--- src/rtl/a2d_pkg.sv ---
// Shared types and channel codes for the A2D conversion scheduler.
package a2d_pkg;

   typedef enum logic [2:0] {
      IDLE,
      CMD,
      WAIT1,
      GAP,
      READ,
      WAIT2,
      STORE
   } a2dState_t;

   localparam logic [2:0] CH_BATT   = 3'd0;
   localparam logic [2:0] CH_CURR   = 3'd1;
   localparam logic [2:0] CH_BRAKE  = 3'd3;
   localparam logic [2:0] CH_TORQUE = 3'd4;

   typedef logic [11:0] a2dResult_t;

   // Maps the round-robin slot index onto the A2D mux code for that channel.
   function automatic logic [2:0] chnlCode(input logic [1:0] idx);
      logic [2:0] code;
      case (idx)
         2'd0:    code = CH_BATT;
         2'd1:    code = CH_CURR;
         2'd2:    code = CH_BRAKE;
         default: code = CH_TORQUE;
      endcase
      return code;
   endfunction

endpackage

--- src/rtl/a2d_interval_tmr.sv ---
// Free-running conversion interval timer; emits a one-cycle tick on each wrap.
module a2d_interval_tmr #(
   parameter int CH_INTERVAL = 16384
) (
   input  logic clk,
   input  logic rst,
   output logic tick
);

   localparam logic [15:0] TMR_LAST = 16'(CH_INTERVAL - 1);

   logic [15:0] tmrCnt;

   always_ff @(posedge clk) begin
      if (rst) begin
         tmrCnt <= 16'd0;
         tick   <= 1'b0;
      end else if (tmrCnt == TMR_LAST) begin
         tmrCnt <= 16'd0;
         tick   <= 1'b1;
      end else begin
         tmrCnt <= tmrCnt + 16'd1;
         tick   <= 1'b0;
      end
   end

endmodule

--- src/rtl/a2d_conv_sched.sv ---
// Round-robin A2D conversion scheduler: sole SPI master client, one channel
// converted per interval tick, results held per channel.
module a2d_conv_sched
   import a2d_pkg::*;
#(
   parameter int CH_INTERVAL = 16384,
   parameter int GAP_CYCLES  = 2,
   parameter int TIMEOUT     = 4096
) (
   input  logic        clk,
   input  logic        rst,
   output logic        spi_wrt,
   output logic [15:0] spi_cmd,
   input  logic        spi_done,
   input  logic [15:0] spi_rd_data,
   output a2dResult_t  batt,
   output a2dResult_t  curr,
   output a2dResult_t  brake,
   output a2dResult_t  torque,
   output logic        cnv_cmplt,
   output logic        cnv_err
);

   localparam logic [15:0] GAP_LAST = 16'(GAP_CYCLES - 1);
   localparam logic [15:0] TO_LAST  = 16'(TIMEOUT - 1);

   a2dState_t   state, nxtState;
   logic        tick;
   logic        timedOut;
   logic [1:0]  chIdx;
   logic [15:0] waitCnt;

   a2d_interval_tmr #(
      .CH_INTERVAL(CH_INTERVAL)
   ) uTmr (
      .clk (clk),
      .rst (rst),
      .tick(tick)
   );

   // A done arriving in the expiry cycle is honoured, so it is tested first.
   always_comb begin
      nxtState = state;
      timedOut = 1'b0;
      case (state)
         IDLE:  if (tick) nxtState = CMD;
         CMD:   nxtState = WAIT1;
         WAIT1: begin
            if (spi_done) begin
               nxtState = GAP;
            end else if (waitCnt == TO_LAST) begin
               nxtState = IDLE;
               timedOut = 1'b1;
            end
         end
         GAP:   if (waitCnt == GAP_LAST) nxtState = READ;
         READ:  nxtState = WAIT2;
         WAIT2: begin
            if (spi_done) begin
               nxtState = STORE;
            end else if (waitCnt == TO_LAST) begin
               nxtState = IDLE;
               timedOut = 1'b1;
            end
         end
         STORE: nxtState = IDLE;
         default: nxtState = IDLE;
      endcase
   end

   // Outputs are decoded from the next state so they line up with the state they belong to.
   always_ff @(posedge clk) begin
      if (rst) begin
         state     <= IDLE;
         chIdx     <= 2'd0;
         waitCnt   <= 16'd0;
         spi_wrt   <= 1'b0;
         spi_cmd   <= 16'h0000;
         cnv_cmplt <= 1'b0;
         cnv_err   <= 1'b0;
         batt      <= '0;
         curr      <= '0;
         brake     <= '0;
         torque    <= '0;
      end else begin
         state     <= nxtState;
         waitCnt   <= (nxtState != state) ? 16'd0 : waitCnt + 16'd1;
         spi_wrt   <= (nxtState == CMD) || (nxtState == READ);
         cnv_cmplt <= (nxtState == STORE);
         if (nxtState == CMD) begin
            spi_cmd <= {2'b00, chnlCode(chIdx), 11'h000};
         end else if (nxtState == READ) begin
            spi_cmd <= 16'h0000;
         end
         if (timedOut) begin
            cnv_err <= 1'b1;
         end
         if (timedOut || (state == STORE)) begin
            chIdx <= chIdx + 2'd1;
         end
         if ((state == WAIT2) && (nxtState == STORE)) begin
            case (chIdx)
               2'd0:    batt   <= spi_rd_data[11:0];
               2'd1:    curr   <= spi_rd_data[11:0];
               2'd2:    brake  <= spi_rd_data[11:0];
               default: torque <= spi_rd_data[11:0];
            endcase
         end
      end
   end

endmodule

--- config.mk ---
export PLATFORM = sky130hd
export DESIGN_NAME = a2d_conv_sched
export DESIGN_NICKNAME = d
export VERILOG_FILES = /design/src/rtl/a2d_pkg.sv /design/src/rtl/a2d_interval_tmr.sv /design/src/rtl/a2d_conv_sched.sv
export SDC_FILE = /design/constraint.sdc
export NUM_CORES = 1
export LEC_CHECK = 0
export BUFFER_PORTS_ARGS = -buffer_cell sky130_fd_sc_hd__buf_4
export CAP_MARGIN = 20
export CORE_UTILIZATION = 49
export DETAILED_ROUTE_END_ITERATION = 7
export PLACE_DENSITY = 0.84
export SYNTH_ARGS = -nofsm -noshare
export SYNTH_HDL_FRONTEND = slang
export SYNTH_HIERARCHICAL = 1
export SYNTH_SLANG_ARGS = --single-unit
--- constraint.sdc ---
create_clock -name clk -period 2.8 [get_ports clk]
set_input_delay 0.28 -clock clk [delete_from_list [all_inputs] [get_ports clk]]
set_output_delay 0.28 -clock clk [all_outputs]
set_load 0.02 [all_outputs]
==> reports/metrics.cfg, run 1 <==
[run_status]
status=finished, final reports clean

[synthesis]
synthCells=462
ys_seq_area_share_pct=46.73
netlist_area_um2=3941
synth_most_common_cell=dfxtp_1
synth_cell_types=47
synth_compound_gate_area_share_pct=10.13
synth_area_per_cell_um2=8.531
muxShareOfSynthArea_pct=0.2540
synth_top_area_share_pct=46.73
synth.ff_latch_count=92
synth_xor_area_share_pct=6.444
synth_top_family_by_area=simple AND/OR/NAND/NOR gates
synth_area_leaders=dfxtp_1 (47%), nand3_1 (7.4%), a21oi_1 (6.7%)
yosys.area_share.adder_pct=2.222
synth_flop_cell=dfxtp_1
synth-edff-count=0
yosys_warnings=6
synth_top_area_cell=dfxtp_1
yosys.area_share.simple_pct=27.30
synthArstFlopShare_pct=0
synthTopCellsByCount=dfxtp_1 (92), nand2_1 (68), nand3_1 (58)

[worst_setup_path]
r2r_cells=6
crit_start=state[2]
worstPathMaxFanout=14
cp-end-kind=flip-flop
r2r_slack_ps=610
r2r-start=state[2]
critPathLaunchType=flip-flop
r2r-end=torque[7]
required_ps=3030
criticalPathCategory=flip-flop to flip-flop
cp.arrival_ps=2420

[global_routing]
grt_pass1_vias=2994
grt_start_max_net_pins=64
grt_use_total_pct=21.27
grt_pass1_wl_um=14180
antenna_found_initial=0
overflow=0

[floorplanning]
die_h_um=91.69
die_area_um2=8406
coreArea_um2=7767
start_util_pct=50.74
core.rowCount=32
die_w_um=91.69
ios=86

[cts]
clockRootBuffer=clkbuf_8
cts_buffers=9
cts_setup_buffers=0
hold_buffers=0
insertion_delay_ps=370
cts_buffer_depth=2
cts.sinks=92
tritoncts=built
ctsResizeCount=0
htree_num_levels=3
clkSlewWorstSetupHoldPaths_ps=110

[power_and_ir_drop]
irDropWorstVdd_v=0.0002975
power_density_nw_per_um2=494.1
leakagePower_nw=1.739

[drt]
drt.antenna.violating_nets=0
wl_um=8334
via_per_inst=5.354
drt_iter0_drc=289
via_count=3341
drc=0
drt_pass1_iterations=5
routedWlPerCell_um=13.36

[placed_design]
port_buffers=68
place_congestion=0.8079
post-dp-hpwl_um=6011

[hold_path]
hp-class=input port to flip-flop
min-delay-start=spi_rd_data[11]
min_to=brake[11]
worstHoldPathCells=3

[sta]
rsz0062_at_grt=no
min_period_ps=2192
period_share_pct=78.27
skew_ps=17.94
timing_hold_violations_final=0
worst_pin_slew_ps=641.3
tns_ps=0
setup_violations=0
fmax_mhz=456.3
slew_viol_final=0
maxSlewHeadroom_pct=57.25

[cells_and_area]
final_nets=543
final_util_pct=59.26
syn2layout_area_growth_pct=16.79
drive_gt1_share_pct=19.92
antenna-diode-count=0

[flow_run]
drv_cap=0

-- cell families (layout without fill, tap and decap cells) --
| family | count (synthesis) | after routing |
|---|---|---|
| simple gates | 214 | 214 |
| xor+xnor | 29 | 29 |
| fa+ha+maj | 7 | 7 |
| buf+inv | 49 | 97 |
| flops | 92 | 92 |
| other cells | 1 | 13 |
| compound gates | 69 | 69 |
| mux | 1 | 1 |
-- worst max path at each step --
stage,endpoint,cells after the start
after floorplan,waitCnt[8],7
after global placement,torque[2],6
after detailed placement,torque[9],6
after CTS,torque[9],6
after global routing,torque[1],6
final,torque[7],6
-- critical path, stage by stage (launching register included) --
cell and delay, ps:
dfxtp_1 540, nor2b_1 320, and3_1 430, buf_4 270
nand2_1 260, nand2_1 170, a21oi_1 70
-- where the power goes --
part / leakage (nW) / total (mW) / internal (mW) / switching, mW
Combinational: 0.900 / 0.0934 / 0.0280 / 0.0654
Clock: 0.0975 / 0.856 / 0.346 / 0.509
Sequential: 0.742 / 1.33 / 1.32 / 0.00970
Total: 1.74 / 2.27 / 1.69 / 0.585
-- sequential cells by signal (all words and copies together), names as in the netlist --
| signal | cells |
|---|---|
| curr | 12 |
| torque | 12 |
| chIdx | 2 |
| uTmr/tick | 1 |
| batt | 12 |
| waitCnt | 16 |
| spi_wrt | 1 |
| state | 3 |
| cnv_cmplt | 1 |
| cnv_err | 1 |
| uTmr/tmrCnt | 16 |
| spi_cmd | 3 |
| brake | 12 |
-- cell usage in the layout (no fill, tap or decap), drive strengths merged, types with 6 or more instances in the layout --
| master | n |
|---|---|
| nor3 | 7 |
| clkbuf | 9 |
| inv | 16 |
| dfxtp | 92 |
| conb | 13 |
| xnor2 | 19 |
| nor2 | 50 |
| nand2 | 68 |
| xor2 | 10 |
| nand3 | 59 |
| nor4 | 6 |
| ha | 7 |
| buf | 71 |
| nand4 | 10 |
| a21oi | 53 |
-- layout make-up --
type	instances	area, um2
inverters	10	37.54
well taps	102	127.6
clock buffers	9	123.9
repair buffers	71	533.0
clock inverters	7	63.81
flip-flops and latches	92	1842
fillers	668	3164
multi-input cells	333	1876
-- stage by stage --
stage	instances	power (mW)	area, um2	hold WS (ps)	worst slack, ps
2_1_floorplan	474	1.428	3986	352.4	934.5
3_3_place_gp	608	1.446	4415	442.6	740.8
3_5_place_dp	608	1.448	4415	448.8	669.9
4_1_cts	624	2.291	4603	183.5	660.7
5_1_grt	624	2.379	4603	172.2	433.1
6_report	624	2.274	4603	190.3	608.4
-- metal layers --
| layer | global-route usage [%] | wire [um] | part of all wire (%) | vias up |
|---|---|---|---|---|
| li1 | - | - | - | 1648 |
| met1 | 27.97 | 3840 | 46 | 1574 |
| met2 | 34.40 | 3877 | 47 | 109 |
| met3 | 5.141 | 510 | 6.1 | 10 |
| met4 | 6.746 | 106 | 1.3 | 0 |
| met5 | 0 | 0 | 0 | - |
Note: power is estimated with default switching activity, not from simulation.
==> run 2, diff against run 1 <==
--- a/config.mk
+++ b/config.mk
@@ -9,7 +9,7 @@
 export CAP_MARGIN = 20
 export CORE_UTILIZATION = 49
 export DETAILED_ROUTE_END_ITERATION = 7
-export PLACE_DENSITY = 0.84
+export PLACE_DENSITY = 0.87
 export SYNTH_ARGS = -nofsm -noshare
 export SYNTH_HDL_FRONTEND = slang
 export SYNTH_HIERARCHICAL = 1
==> constraint.sdc (replaced) <==
create_clock -name clk -period 1.8 [get_ports clk]
set_input_delay 0.18 -clock clk [delete_from_list [all_inputs] [get_ports clk]]
set_output_delay 0.18 -clock clk [all_outputs]
set_load 0.02 [all_outputs]
==> reports/metrics.cfg, run 2 (synthesis gave the netlist of run 1 again) <==
[cells_and_area]
syn2layout_area_growth_pct=24.86
stdcell_area_um2=4921
final_nets=566
largestRegisters=uTmr/tmrCnt (16), waitCnt (16)
final_common_cell=buf_4
layout_common_cells=buf_4 (92), dfxtp_1 (85), nand2_1 (63)
finalNonFillerCells=647
antenna-diode-count=0
drive_gt1_share_pct=28.07

[power_and_ir_drop]
leakagePower_nw=1.878
switching_share_pct=24.53
p_int_mw=2.772
power.switching_mw=0.9013
combPwrFrac_pct=4.8
power_density_nw_per_um2=746.5
seqPwrFrac_pct=56.1
irDropWorstVdd_v=0.0003426
clkPwrFrac_pct=39.0

[sta]
skew_ps=8.530
fin_hold_ws_ps=93.78
setup_violations=7
maxSlewHeadroom_pct=63.70
fin_ws_ps=-85.14
slew_viol_final=0
timing_hold_violations_final=0
min_period_ps=1885
rsz0062_at_grt=yes
worst_pin_slew_ps=540.4
period_share_pct=104.7
fmax_mhz=530.5

[global_routing]
grt_pass1_wl_um=15260
overflow=0
grt_start_max_net_pins=52
grt_use_total_pct=22.89
grt_pass1_vias=3252
antenna_found_initial=0

[cts]
cts_buffers=9
hold_buffers=0
htree_num_levels=3
cts_buffer_depth=2
clockRootBuffer=clkbuf_8
tritoncts=built
clkSlewWorstSetupHoldPaths_ps=90
insertion_delay_ps=360
cts.sinks=92

[placed_design]
dpl.cell_count=624
port_buffers=68
post-dp-hpwl_um=6353
place_congestion=0.8647
place_area_um2=4541

[hold_path]
hp-class=input port to flip-flop

[floorplanning]
die_h_um=91.69
coreArea_um2=7767
ios=86
core.rowCount=32
start_util_pct=50.74
die_w_um=91.69
die_area_um2=8406

[worst_setup_path]
critPathLaunchType=flip-flop
cp-end-kind=flip-flop
worstPathCellList=nor4_4, nand4_4, a221o_1, a31o_4, nor2_1
criticalPathCategory=flip-flop to flip-flop
required_ps=2080
cp_num_buf_inv=0
worstPathMaxFanout=8
cp_top_family=simple AND/OR/NAND/NOR gates
critPathSlowestCell=a221o_1
slowest_delay_ps=410
cp.arrival_ps=2170

[flow_run]
drv_cap=0

[drt]
via_count=3545
drc=0
via_per_inst=5.479
drt_pass1_iterations=5
routedWlPerCell_um=14.85
wl_um=9607
drt_iter0_drc=241
drt.antenna.violating_nets=0

[run_status]
status=complete, but fails checks
violations=setup timing

run 2: worst paths after layout:
check | from | to | slack, ps | cells after the start
min | rst | uTmr/tmrCnt[15] | 90 | 2
max reg2reg | waitCnt[14] | waitCnt[8] | -90 | 5
min reg2reg | brake[10] | brake[10] | 460 | 2
max | waitCnt[14] | waitCnt[8] | -90 | 5
run 2: through the flow:
| stage | power, mW | TNS, ps | utilization [%] | worst slack (ps) |
|---|---|---|---|---|
| floorplan | 2.223 | 0 | - | 9.021 |
| detailed placement | 2.262 | -78.34 | 58.46 | -44.29 |
| global placement | 2.258 | 0 | 58.46 | 53.91 |
| CTS | 3.685 | -60.58 | 62.44 | -16.71 |
| global route | 3.813 | -912.1 | 63.35 | -105.4 |
| finish | 3.674 | -191.9 | 63.35 | -85.14 |
run 2: layout make-up:
class	count	area, um2
Clock inverter	7	82.58
Timing Repair Buffer	93	710.7
Clock buffer	9	123.9
Multi-Input combinational cell	334	1986
Sequential cell	92	1853
Tap cell	102	127.6
Fill cell	610	2846
Inverter	10	37.54
run 2: worst reg2reg max path, stage by stage (launching register included):
cell and delay, ps:
dfxtp_2 360, nor4_4 400, nand4_4 180, a221o_1 410, a31o_4 300, nor2_1 160
run 2: routing by layer:
metal / up-vias / GRT usage, % / wire, um
li1: 1700 / - / -
met1: 1673 / 28.77 / 4032
met2: 148 / 38.35 / 4685
met3: 24 / 4.892 / 712
met4: 0 / 8.862 / 177
met5: - / 0 / 0
run 2: timing repair:
action                                  CTS  global route
gates cloned                              1             0
resized for setup                        10            21
buffers inserted                          5             1
endpoints found under the setup margin   23            72
pin swaps                                12             5
run 2: power by group through the flow:
stage	clock network [mW]	registers (mW)	logic (mW)
floorplan	0	2.10	0.118
global placement	0	2.11	0.152
detailed placement	0	2.11	0.154
CTS	1.45	2.06	0.171
global route	1.56	2.06	0.192
finish	1.43	2.06	0.178
==> run 3, diff against run 2 <==
--- a/config.mk
+++ b/config.mk
@@ -7,6 +7,7 @@
 export LEC_CHECK = 0
 export BUFFER_PORTS_ARGS = -buffer_cell sky130_fd_sc_hd__buf_4
 export CAP_MARGIN = 20
+export CORE_ASPECT_RATIO = 1.1
 export CORE_UTILIZATION = 49
 export DETAILED_ROUTE_END_ITERATION = 7
 export PLACE_DENSITY = 0.87
==> reports/metrics.cfg, run 3 (synthesis gave the netlist of run 1 again) <==
[floorplanning]
ios=86
coreArea_um2=7639
die_area_um2=8406
start_util_pct=51.60
die_h_um=96.06
die_w_um=87.51
core.rowCount=33

[sta]
period_share_pct=98.73
skew_ps=13.20
worst_pin_slew_ps=515.6
fmax_mhz=562.7
maxSlewHeadroom_pct=65.37
setup_violations=0
timing_hold_violations_final=0
slew_viol_final=0
fin_ws_ps=22.91
rsz0062_at_grt=yes
min_period_ps=1777
fin_hold_ws_ps=99.45

[cells_and_area]
largestRegisters=uTmr/tmrCnt (16), waitCnt (16)
multi_input_area_um2=1957
final.fill_count=613
final_util_pct=63.23
drive_gt1_share_pct=25.23
layout_common_cells=buf_4 (87), dfxtp_1 (86), nand2_1 (68)
final_nets=560
syn2layout_area_growth_pct=22.54
final_common_cell=buf_4
stdcell_area_um2=4830
antenna-diode-count=0
regArea_um2=1852

[cts]
cts_buffer_depth=2
clockRootBuffer=clkbuf_8
tritoncts=built
hold_buffers=0
cts.sinks=92
cts_buffers=9
insertion_delay_ps=370
clkSlewWorstSetupHoldPaths_ps=90
htree_num_levels=3

[power_and_ir_drop]
power.switching_mw=0.8850
combPwrFrac_pct=4.6
leakagePower_nw=1.838
p_int_mw=2.757
seqPwrFrac_pct=56.6
irDropWorstVdd_v=0.0004018
switching_share_pct=24.30
power_density_nw_per_um2=754.1
clkPwrFrac_pct=38.8

[global_routing]
grt_pass1_wl_um=14150
overflow=0
grt_pass1_vias=3105
grt_use_total_pct=21.63
grt_start_max_net_pins=39
antenna_found_initial=0

[worst_setup_path]
required_ps=2090
cp.arrival_ps=2070
criticalPathCategory=flip-flop to flip-flop
worstPathMaxFanout=8
cp-end-kind=flip-flop
critPathLaunchType=flip-flop

[flow_run]
drv_cap=0

[drt]
routedWlPerCell_um=14.09
drt_pass1_iterations=4
drt.antenna.violating_nets=0
via_per_inst=5.450
drc=0
drt_iter0_drc=148
wl_um=9075
via_count=3510

[placed_design]
place_congestion=0.8286
dp_worst_setup_slack_ps=24.71
post-dp-hpwl_um=6287
place_area_um2=4537
port_buffers=68

[hold_path]
hp-class=input port to flip-flop

[run_status]
status=finished, final reports clean

[run 3: path summary, 6_finish.rpt]
path / to / cells after the start / start / slack, ps
max reg2reg: waitCnt[15] / 5 / waitCnt[13] / 20
min reg2reg: curr[11] / 2 / curr[11] / 460
max: waitCnt[15] / 5 / waitCnt[13] / 20
min: batt[11] / 3 / spi_rd_data[11] / 100
[run 3: per-stage QoR]
step | setup TNS, ps | total power, mW | std cells
after floorplan | 0 | 2.223 | 474
after global placement | 0 | 2.259 | 626
after detailed placement | 0 | 2.263 | 626
after CTS | 0 | 3.651 | 642
after global routing | -1497 | 3.755 | 644
final | 0 | 3.642 | 644
[run 3: worst max-delay path: stages, from the launching register on]
cell and delay (ps):
dfxtp_2 350, nor4_4 380, nand4_4 170, a221o_1 400, a31o_4 290, nor2_1 120
[run 3: layout make-up]
cell class	instances	share of cell area, %
tap	105	2.720
timing repair buffer	87	13.52
multi-input combinational	334	40.52
clock buffer	10	2.642
clock inverter	6	1.477
sequential	92	38.34
inverter	10	0.7772
[run 3: per-layer routing]
| layer | vias to the layer above | track usage, % | part of all wire [%] |
|---|---|---|---|
| met5 | - | 0 | 0 |
| met4 | 0 | 12.70 | 4.4 |
| met3 | 30 | 3.688 | 6.1 |
| met2 | 151 | 36.59 | 48 |
| met1 | 1639 | 25.85 | 42 |
| li1 | 1690 | - | - |
[run 3: power groups by stage]
stage	clock network (mW)	logic [mW]	registers (mW)
after floorplan	0	0.118	2.10
after global placement	0	0.153	2.11
after detailed placement	0	0.156	2.11
after CTS	1.44	0.156	2.06
after global routing	1.51	0.181	2.06
final	1.41	0.169	2.06
[run 3: what timing repair did]
item,in CTS,in global routing
gates resized for setup,0,17
setup buffers,0,1
setup endpoints to repair,0,60
